===== src/rtl/alu_ctrl_pkg.sv =====
// alu_ctrl_pkg: shared opcode values, arbiter FSM states and ALU flag positions
// for the ALU-sharing front end (alu_arbiter).
package alu_ctrl_pkg;

    localparam logic [3:0] OP_ADD  = 4'b0000;
    localparam logic [3:0] OP_SUB  = 4'b0001;
    localparam logic [3:0] OP_MUL  = 4'b0010;
    localparam logic [3:0] OP_DIV  = 4'b0011;
    localparam logic [3:0] OP_AND  = 4'b0100;
    localparam logic [3:0] OP_OR   = 4'b0101;
    localparam logic [3:0] OP_XOR  = 4'b0110;
    localparam logic [3:0] OP_NOT  = 4'b0111;
    localparam logic [3:0] OP_GT   = 4'b1000;
    localparam logic [3:0] OP_LT   = 4'b1001;
    localparam logic [3:0] OP_EQ   = 4'b1010;
    localparam logic [3:0] OP_NAND = 4'b1011;
    localparam logic [3:0] OP_NOR  = 4'b1100;
    localparam logic [3:0] OP_SHR  = 4'b1101;
    localparam logic [3:0] OP_SHL  = 4'b1110;
    localparam logic [3:0] OP_IDLE = 4'b1111;

    // Bit positions within the {Arith,Logic,CMP,Shift} flag nibble.
    localparam int unsigned FLAG_ARITH = 3;
    localparam int unsigned FLAG_LOGIC = 2;
    localparam int unsigned FLAG_CMP   = 1;
    localparam int unsigned FLAG_SHIFT = 0;

    localparam logic [15:0] DIV0_DATA  = 16'hFFFF;
    localparam logic [3:0]  DIV0_FLAGS = 4'(1 << FLAG_ARITH);

    typedef enum logic [1:0] {
        ST_IDLE,
        ST_ISSUE,
        ST_WAIT,
        ST_RESP
    } arb_state_e;

    typedef struct packed {
        logic [15:0] a;
        logic [15:0] b;
        logic [3:0]  fun;
    } alu_op_t;

    function automatic logic is_div0(input logic [3:0] fun, input logic [15:0] b);
        return (fun == OP_DIV) && (b == '0);
    endfunction

endpackage


===== src/rtl/alu_arbiter_rr.sv =====
// rr_arbiter: combinational round-robin pick of the first asserted request
// at or after the pointer, returned both one-hot and as an index.
module rr_arbiter #(
    parameter int unsigned NUM_REQ = 4,
    parameter int unsigned ID_W    = 2
) (
    input  logic [NUM_REQ-1:0] req,
    input  logic [ID_W-1:0]    ptr,
    output logic [NUM_REQ-1:0] grant,
    output logic [ID_W-1:0]    grant_idx,
    output logic               grant_any
);

    logic [ID_W-1:0] k;

    always_comb begin
        grant     = '0;
        grant_idx = '0;
        grant_any = 1'b0;
        k         = '0;
        for (int unsigned i = 0; i < NUM_REQ; i++) begin
            k = ID_W'((32'(ptr) + i) % NUM_REQ);
            if (!grant_any && req[k]) begin
                grant[k]  = 1'b1;
                grant_idx = k;
                grant_any = 1'b1;
            end
        end
    end

endmodule


===== src/rtl/alu_arbiter.sv =====
// alu_arbiter: shares one registered 16-bit ALU between NUM_REQ requesters, one op in flight.
// Define ALU_ARB_DIV0_CHK_EN to answer divide-by-zero locally without using the ALU.
module alu_arbiter
    import alu_ctrl_pkg::*;
#(
    parameter int unsigned NUM_REQ  = 4,
    parameter int unsigned ID_W     = 2,
    parameter logic [3:0]  IDLE_FUN = OP_IDLE
) (
    input  logic                    clk,
    input  logic                    rst,
    input  logic [NUM_REQ-1:0]      req_valid,
    output logic [NUM_REQ-1:0]      req_ready,
    input  logic [NUM_REQ*16-1:0]   req_a,
    input  logic [NUM_REQ*16-1:0]   req_b,
    input  logic [NUM_REQ*4-1:0]    req_fun,
    output logic [15:0]             alu_a,
    output logic [15:0]             alu_b,
    output logic [3:0]              alu_fun,
    input  logic [15:0]             alu_out,
    input  logic [3:0]              alu_flags,
    output logic                    rsp_valid,
    input  logic                    rsp_ready,
    output logic [ID_W-1:0]         rsp_id,
    output logic [15:0]             rsp_data,
    output logic [3:0]              rsp_flags,
    output logic                    rsp_err
);

    arb_state_e          state_q, state_d;
    logic [ID_W-1:0]     ptr_q, ptr_d;
    logic [ID_W-1:0]     id_q, id_d;
    logic [15:0]         alu_a_q, alu_a_d;
    logic [15:0]         alu_b_q, alu_b_d;
    logic [3:0]          alu_fun_q, alu_fun_d;
    logic                rsp_valid_q, rsp_valid_d;
    logic [ID_W-1:0]     rsp_id_q, rsp_id_d;
    logic [15:0]         rsp_data_q, rsp_data_d;
    logic [3:0]          rsp_flags_q, rsp_flags_d;
    logic                rsp_err_q, rsp_err_d;

    logic [NUM_REQ-1:0]  grant;
    logic [ID_W-1:0]     grant_idx;
    logic                grant_any;
    logic [ID_W-1:0]     ptr_next;
    alu_op_t             sel_op;

    rr_arbiter #(
        .NUM_REQ (NUM_REQ),
        .ID_W    (ID_W)
    ) u_rr (
        .req       (req_valid),
        .ptr       (ptr_q),
        .grant     (grant),
        .grant_idx (grant_idx),
        .grant_any (grant_any)
    );

    always_comb begin
        sel_op = '0;
        for (int unsigned i = 0; i < NUM_REQ; i++) begin
            if (grant[i]) begin
                sel_op.a   = req_a[16*i +: 16];
                sel_op.b   = req_b[16*i +: 16];
                sel_op.fun = req_fun[4*i +: 4];
            end
        end
    end

    assign ptr_next  = (grant_idx == ID_W'(NUM_REQ - 1)) ? '0 : grant_idx + ID_W'(1);

    // Accept strobe exists only in IDLE and is held off while reset is asserted.
    assign req_ready = (state_q == ST_IDLE && !rst) ? grant : '0;

    always_comb begin
        state_d     = state_q;
        ptr_d       = ptr_q;
        id_d        = id_q;
        alu_a_d     = alu_a_q;
        alu_b_d     = alu_b_q;
        alu_fun_d   = alu_fun_q;
        rsp_valid_d = rsp_valid_q;
        rsp_id_d    = rsp_id_q;
        rsp_data_d  = rsp_data_q;
        rsp_flags_d = rsp_flags_q;
        rsp_err_d   = rsp_err_q;
        case (state_q)
            ST_IDLE: begin
                if (grant_any) begin
                    id_d  = grant_idx;
                    ptr_d = ptr_next;
`ifdef ALU_ARB_DIV0_CHK_EN
                    if (is_div0(sel_op.fun, sel_op.b)) begin
                        state_d     = ST_RESP;
                        rsp_valid_d = 1'b1;
                        rsp_id_d    = grant_idx;
                        rsp_data_d  = DIV0_DATA;
                        rsp_flags_d = DIV0_FLAGS;
                        rsp_err_d   = 1'b1;
                    end else begin
                        state_d   = ST_ISSUE;
                        alu_a_d   = sel_op.a;
                        alu_b_d   = sel_op.b;
                        alu_fun_d = sel_op.fun;
                    end
`else
                    state_d   = ST_ISSUE;
                    alu_a_d   = sel_op.a;
                    alu_b_d   = sel_op.b;
                    alu_fun_d = sel_op.fun;
`endif
                end
            end
            ST_ISSUE: begin
                // ALU samples its inputs at the end of ISSUE; park the opcode for WAIT.
                state_d   = ST_WAIT;
                alu_fun_d = IDLE_FUN;
            end
            ST_WAIT: begin
                state_d     = ST_RESP;
                rsp_valid_d = 1'b1;
                rsp_id_d    = id_q;
                rsp_data_d  = alu_out;
                rsp_flags_d = alu_flags;
                rsp_err_d   = 1'b0;
            end
            ST_RESP: begin
                if (rsp_ready) begin
                    state_d     = ST_IDLE;
                    rsp_valid_d = 1'b0;
                    rsp_id_d    = '0;
                    rsp_data_d  = '0;
                    rsp_flags_d = '0;
                    rsp_err_d   = 1'b0;
                end
            end
            default: state_d = ST_IDLE;
        endcase
    end

    always_ff @(posedge clk) begin
        if (rst) begin
            state_q     <= ST_IDLE;
            ptr_q       <= '0;
            id_q        <= '0;
            alu_a_q     <= '0;
            alu_b_q     <= '0;
            alu_fun_q   <= IDLE_FUN;
            rsp_valid_q <= 1'b0;
            rsp_id_q    <= '0;
            rsp_data_q  <= '0;
            rsp_flags_q <= '0;
            rsp_err_q   <= 1'b0;
        end else begin
            state_q     <= state_d;
            ptr_q       <= ptr_d;
            id_q        <= id_d;
            alu_a_q     <= alu_a_d;
            alu_b_q     <= alu_b_d;
            alu_fun_q   <= alu_fun_d;
            rsp_valid_q <= rsp_valid_d;
            rsp_id_q    <= rsp_id_d;
            rsp_data_q  <= rsp_data_d;
            rsp_flags_q <= rsp_flags_d;
            rsp_err_q   <= rsp_err_d;
        end
    end

    assign alu_a     = alu_a_q;
    assign alu_b     = alu_b_q;
    assign alu_fun   = alu_fun_q;
    assign rsp_valid = rsp_valid_q;
    assign rsp_id    = rsp_id_q;
    assign rsp_data  = rsp_data_q;
    assign rsp_flags = rsp_flags_q;
    assign rsp_err   = rsp_err_q;

endmodule


===== config.mk =====
export PLATFORM = sky130hd
export DESIGN_NAME = alu_arbiter
export DESIGN_NICKNAME = d
export VERILOG_FILES = /design/src/rtl/alu_ctrl_pkg.sv /design/src/rtl/alu_arbiter_rr.sv /design/src/rtl/alu_arbiter.sv
export SDC_FILE = /design/constraint.sdc
export NUM_CORES = 1
export LEC_CHECK = 0
export CAP_MARGIN = 25
export CORE_AREA = 2 2 116 118
export CTS_BUF_LIST = sky130_fd_sc_hd__clkbuf_8
export CTS_CLUSTER_DIAMETER = 40
export DETAILED_ROUTE_END_ITERATION = 10
export DIE_AREA = 0 0 118 120
export DONT_BUFFER_PORTS = 1
export GPL_ROUTABILITY_DRIVEN = 0
export GPL_TIMING_DRIVEN = 0
export PLACE_DENSITY = 0.46
export RECOVER_POWER = 25
export SYNTH_ARGS = -nofsm -noshare
export SYNTH_HDL_FRONTEND = slang
export SYNTH_HIERARCHICAL = 1
export SYNTH_SLANG_ARGS = --single-unit

===== constraint.sdc =====
create_clock -name clk -period 4.9 [get_ports clk]
set_input_delay 1.47 -clock clk [delete_from_list [all_inputs] [get_ports clk]]
set_output_delay 1.47 -clock clk [all_outputs]
set_load 0.02 [all_outputs]

==> results.py <==
metrics = {
    "placement": {
        "port-buffer-count": 0,
        "dp_cells": 600,
        "dp_hpwl_mm": 10.6,
    },
    "drt": {
        "dr.pass1.iters": 6,
        "drt_first_iter_violations": 365,
        "wl_per_cell_um": 22.8,
        "drcViolationCount": 0,
        "totalWireLength_mm": 14.1,
        "antenna_left": 0,
        "vias_per_cell": 5.98,
        "vias": 3683,
    },
    "worst_setup_path": {
        "critical_path_class": "input port to output port",
        "path_cells": "mux4_2 -> buf_6 -> nor4b_4 -> buf_4 -> a22oi_1 -> o21ai_0 -> buf_6 -> and2_1",
        "cp_num_buf_inv": 3,
        "critPathSlowestCell": "mux4_2",
        "cp_top_family": "simple AND/OR/NAND/NOR gates",
        "max_stage_delay_ps": 460,
        "cp-start-kind": "input port",
        "cp.arrival_ps": 3320,
        "path_common_cell": "buf_6",
        "path_depth": 8,
        "cp_max_fo": 18,
        "cp_data_required_time_ps": 3430,
        "critPathCaptureType": "output port",
        "rr_worst_depth": 14,
    },
    "cts": {
        "clock_sinks": 65,
        "hold_buffers": 0,
        "h-tree-depth": 3,
        "cts_tree": "built",
        "cts.clk_slew.worst_paths_ps": 70,
        "cts_buffers": 9,
        "root_buffer": "clkbuf_8",
        "clock_latency_ps": 360,
        "clockBufferDepth": 2,
    },
    "yosys": {
        "ys_types": 45,
        "yosys_warnings": 6,
        "avgSynthCellArea_um2": 9.00,
        "syn-num-nets": 606,
        "ys_ff_latch": 65,
        "synth-main-ff-cell": "dfxtp_1",
        "synthesis.area_um2": 3810,
        "ys_seq_area_share_pct": 34.1,
        "async_flop_share_pct": 0,
        "synthCells": 424,
        "synth_edf_count": 0,
    },
    "job": {
        "maxCapViolations": 0,
    },
    "sta": {
        "skew_ps": 10.6,
        "fmax_mhz": 209,
        "slew_headroom_pct": 62.2,
        "hold_viol": 0,
        "final_max_slew_viol_count": 0,
        "fin_setup_tns_ps": 0,
        "period_share_pct": 97.8,
        "period_minus_slack_ps": 4790,
        "rsz0062_at_grt": "false",
        "setup_violations": 0,
        "fin_hold_ws_ps": 460,
        "tightest_slew_ps": 567,
    },
    "finish": {
        "final_cell_mix": "dfxtp_1, o21ai_0, nand2_1",
        "final_common_cell": "dfxtp_1",
        "nets": 617,
        "drive_above_1_share_pct": 11.6,
        "stdcell_count": 616,
        "areaGrowthSynthToFinish_pct": 10.7,
    },
    "die": {
        "core_area_um2": 13000,
        "initial_core_util_pct": 29.4,
        "io_pins": 235,
        "die_y_um": 120,
        "die_w_um": 118,
        "rows": 42,
        "design.die.area_um2": 14200,
    },
    "pwr": {
        "power.total_uw": 3110,
        "internal_power_uw": 1550,
        "p_comb_share_pct": 55.1,
        "p_sw_share_pct": 50.2,
        "seqPwrFrac_pct": 31.6,
        "clkPwrFrac_pct": 13.3,
        "peakVddDrop_v": 0.000247,
        "leakage_uw": 0.00134,
        "power_switching_uw": 1560,
        "p_per_area_nw_per_um2": 736,
    },
    "grt": {
        "first_global_vias": 3770,
        "antenna_found_initial": 1,
        "grt_util_all_layers_pct": 19.4,
        "grt_max_degree": 19,
        "grt-ovfl-total": 0,
        "grt_pass1_wl_mm": 21.3,
    },
    "min_path": {
        "hp-class": "register to register",
        "worstHoldPathCells": 2,
    },
    "run_status": {
        "outcome": "finished, final reports clean",
    },
}
worst register-to-register path: cells and delay by family (launching register included):
family                   cells  cell delay [ps]
flip-flops                   1              450
AO/OA/AOI/OAI                4              650
buffers and inverters        6             1020
adder cells (fa/ha/maj)      1              360
AND/OR/NAND/NOR              2              640
multiplexers                 1              330
cell families after synthesis:
group           Yosys count  share of synthesized area, %
buf+inv                  57                          7.84
other cells               1                        0.0983
mux                       9                          3.94
simple gates            125                          21.6
flops                    65                          34.1
fa+ha+maj                11                          3.61
compound gates          156                          28.8
Yosys cell counts (8+ instances only):
cell	count	area [µm²]
a211oi_1	31	233
a21oi_1	31	155
a222oi_1	30	300
a22oi_1	8	60.1
buf_2	14	70.1
clkbuf_1	23	86.3
dfxtp_1	65	1300
ha_1	11	138
nand2_1	32	120
nand3b_1	23	173
nand4b_1	31	272
nor2b_1	10	62.6
o21ai_0	35	175
final cells by class:
cell class                 instances  area (µm²)
buffer                            50         280
clock buffer                      10         138
tap                              176         220
inverter                           6        22.5
sequential                        65        1300
antenna                            1        2.50
fill                            1398        8760
timing repair buffer               1        7.51
multi-input combinational        302        2230
clock inverter                     5        23.8
worst paths after layout:
| kind | start | to | slack (ps) |
|---|---|---|---|
| worst max-delay path | req_valid[2] | req_ready[2] | 110 |
| worst min register to register | id_q[1] | id_q[1] | 460 |
| worst min-delay path | id_q[1] | id_q[1] | 460 |
| worst max register to register | ptr_q[0] | alu_b[2] | 1320 |
through the flow:
stage	utilization, %	cell area, µm²	worst slack [ps]
global placement	31.1	4040	-458
floorplan	-	3810	135
detailed placement	31.1	4040	-505
finish	32.5	4220	107
CTS	32.4	4200	-31.4
global route	32.5	4220	0.858
power by group through the flow:
stage	clock network (µW)	logic, µW	registers [µW]
after detailed placement	0	1690	995
after CTS	433	1710	985
after global routing	457	1890	1000
final	412	1710	982
after floorplan	0	1280	948
after global placement	0	1660	996
registers in the layout (all words and copies together) (netlist names):
signal	cells
id_q	2
ptr_q	2
rsp_valid	1
alu_fun	4
rsp_flags	4
rsp_data	16
state_q	2
rsp_id	2
alu_a	16
alu_b	16
layer usage:
metal,track usage (%),wire length [µm]
met3,7.32,1330
met4,6.78,301
met2,32.5,6690
met1,22.9,5740
met5,0,0
timing repair:
item | CTS | global route
pin swaps | 0 | 1
setup buffers | 0 | 1
endpoints found under the setup margin | 2 | 2
hold endpoints to repair | 0 | 0
gates resized for setup | 5 | 4
Power figures use the tool's default switching activity.
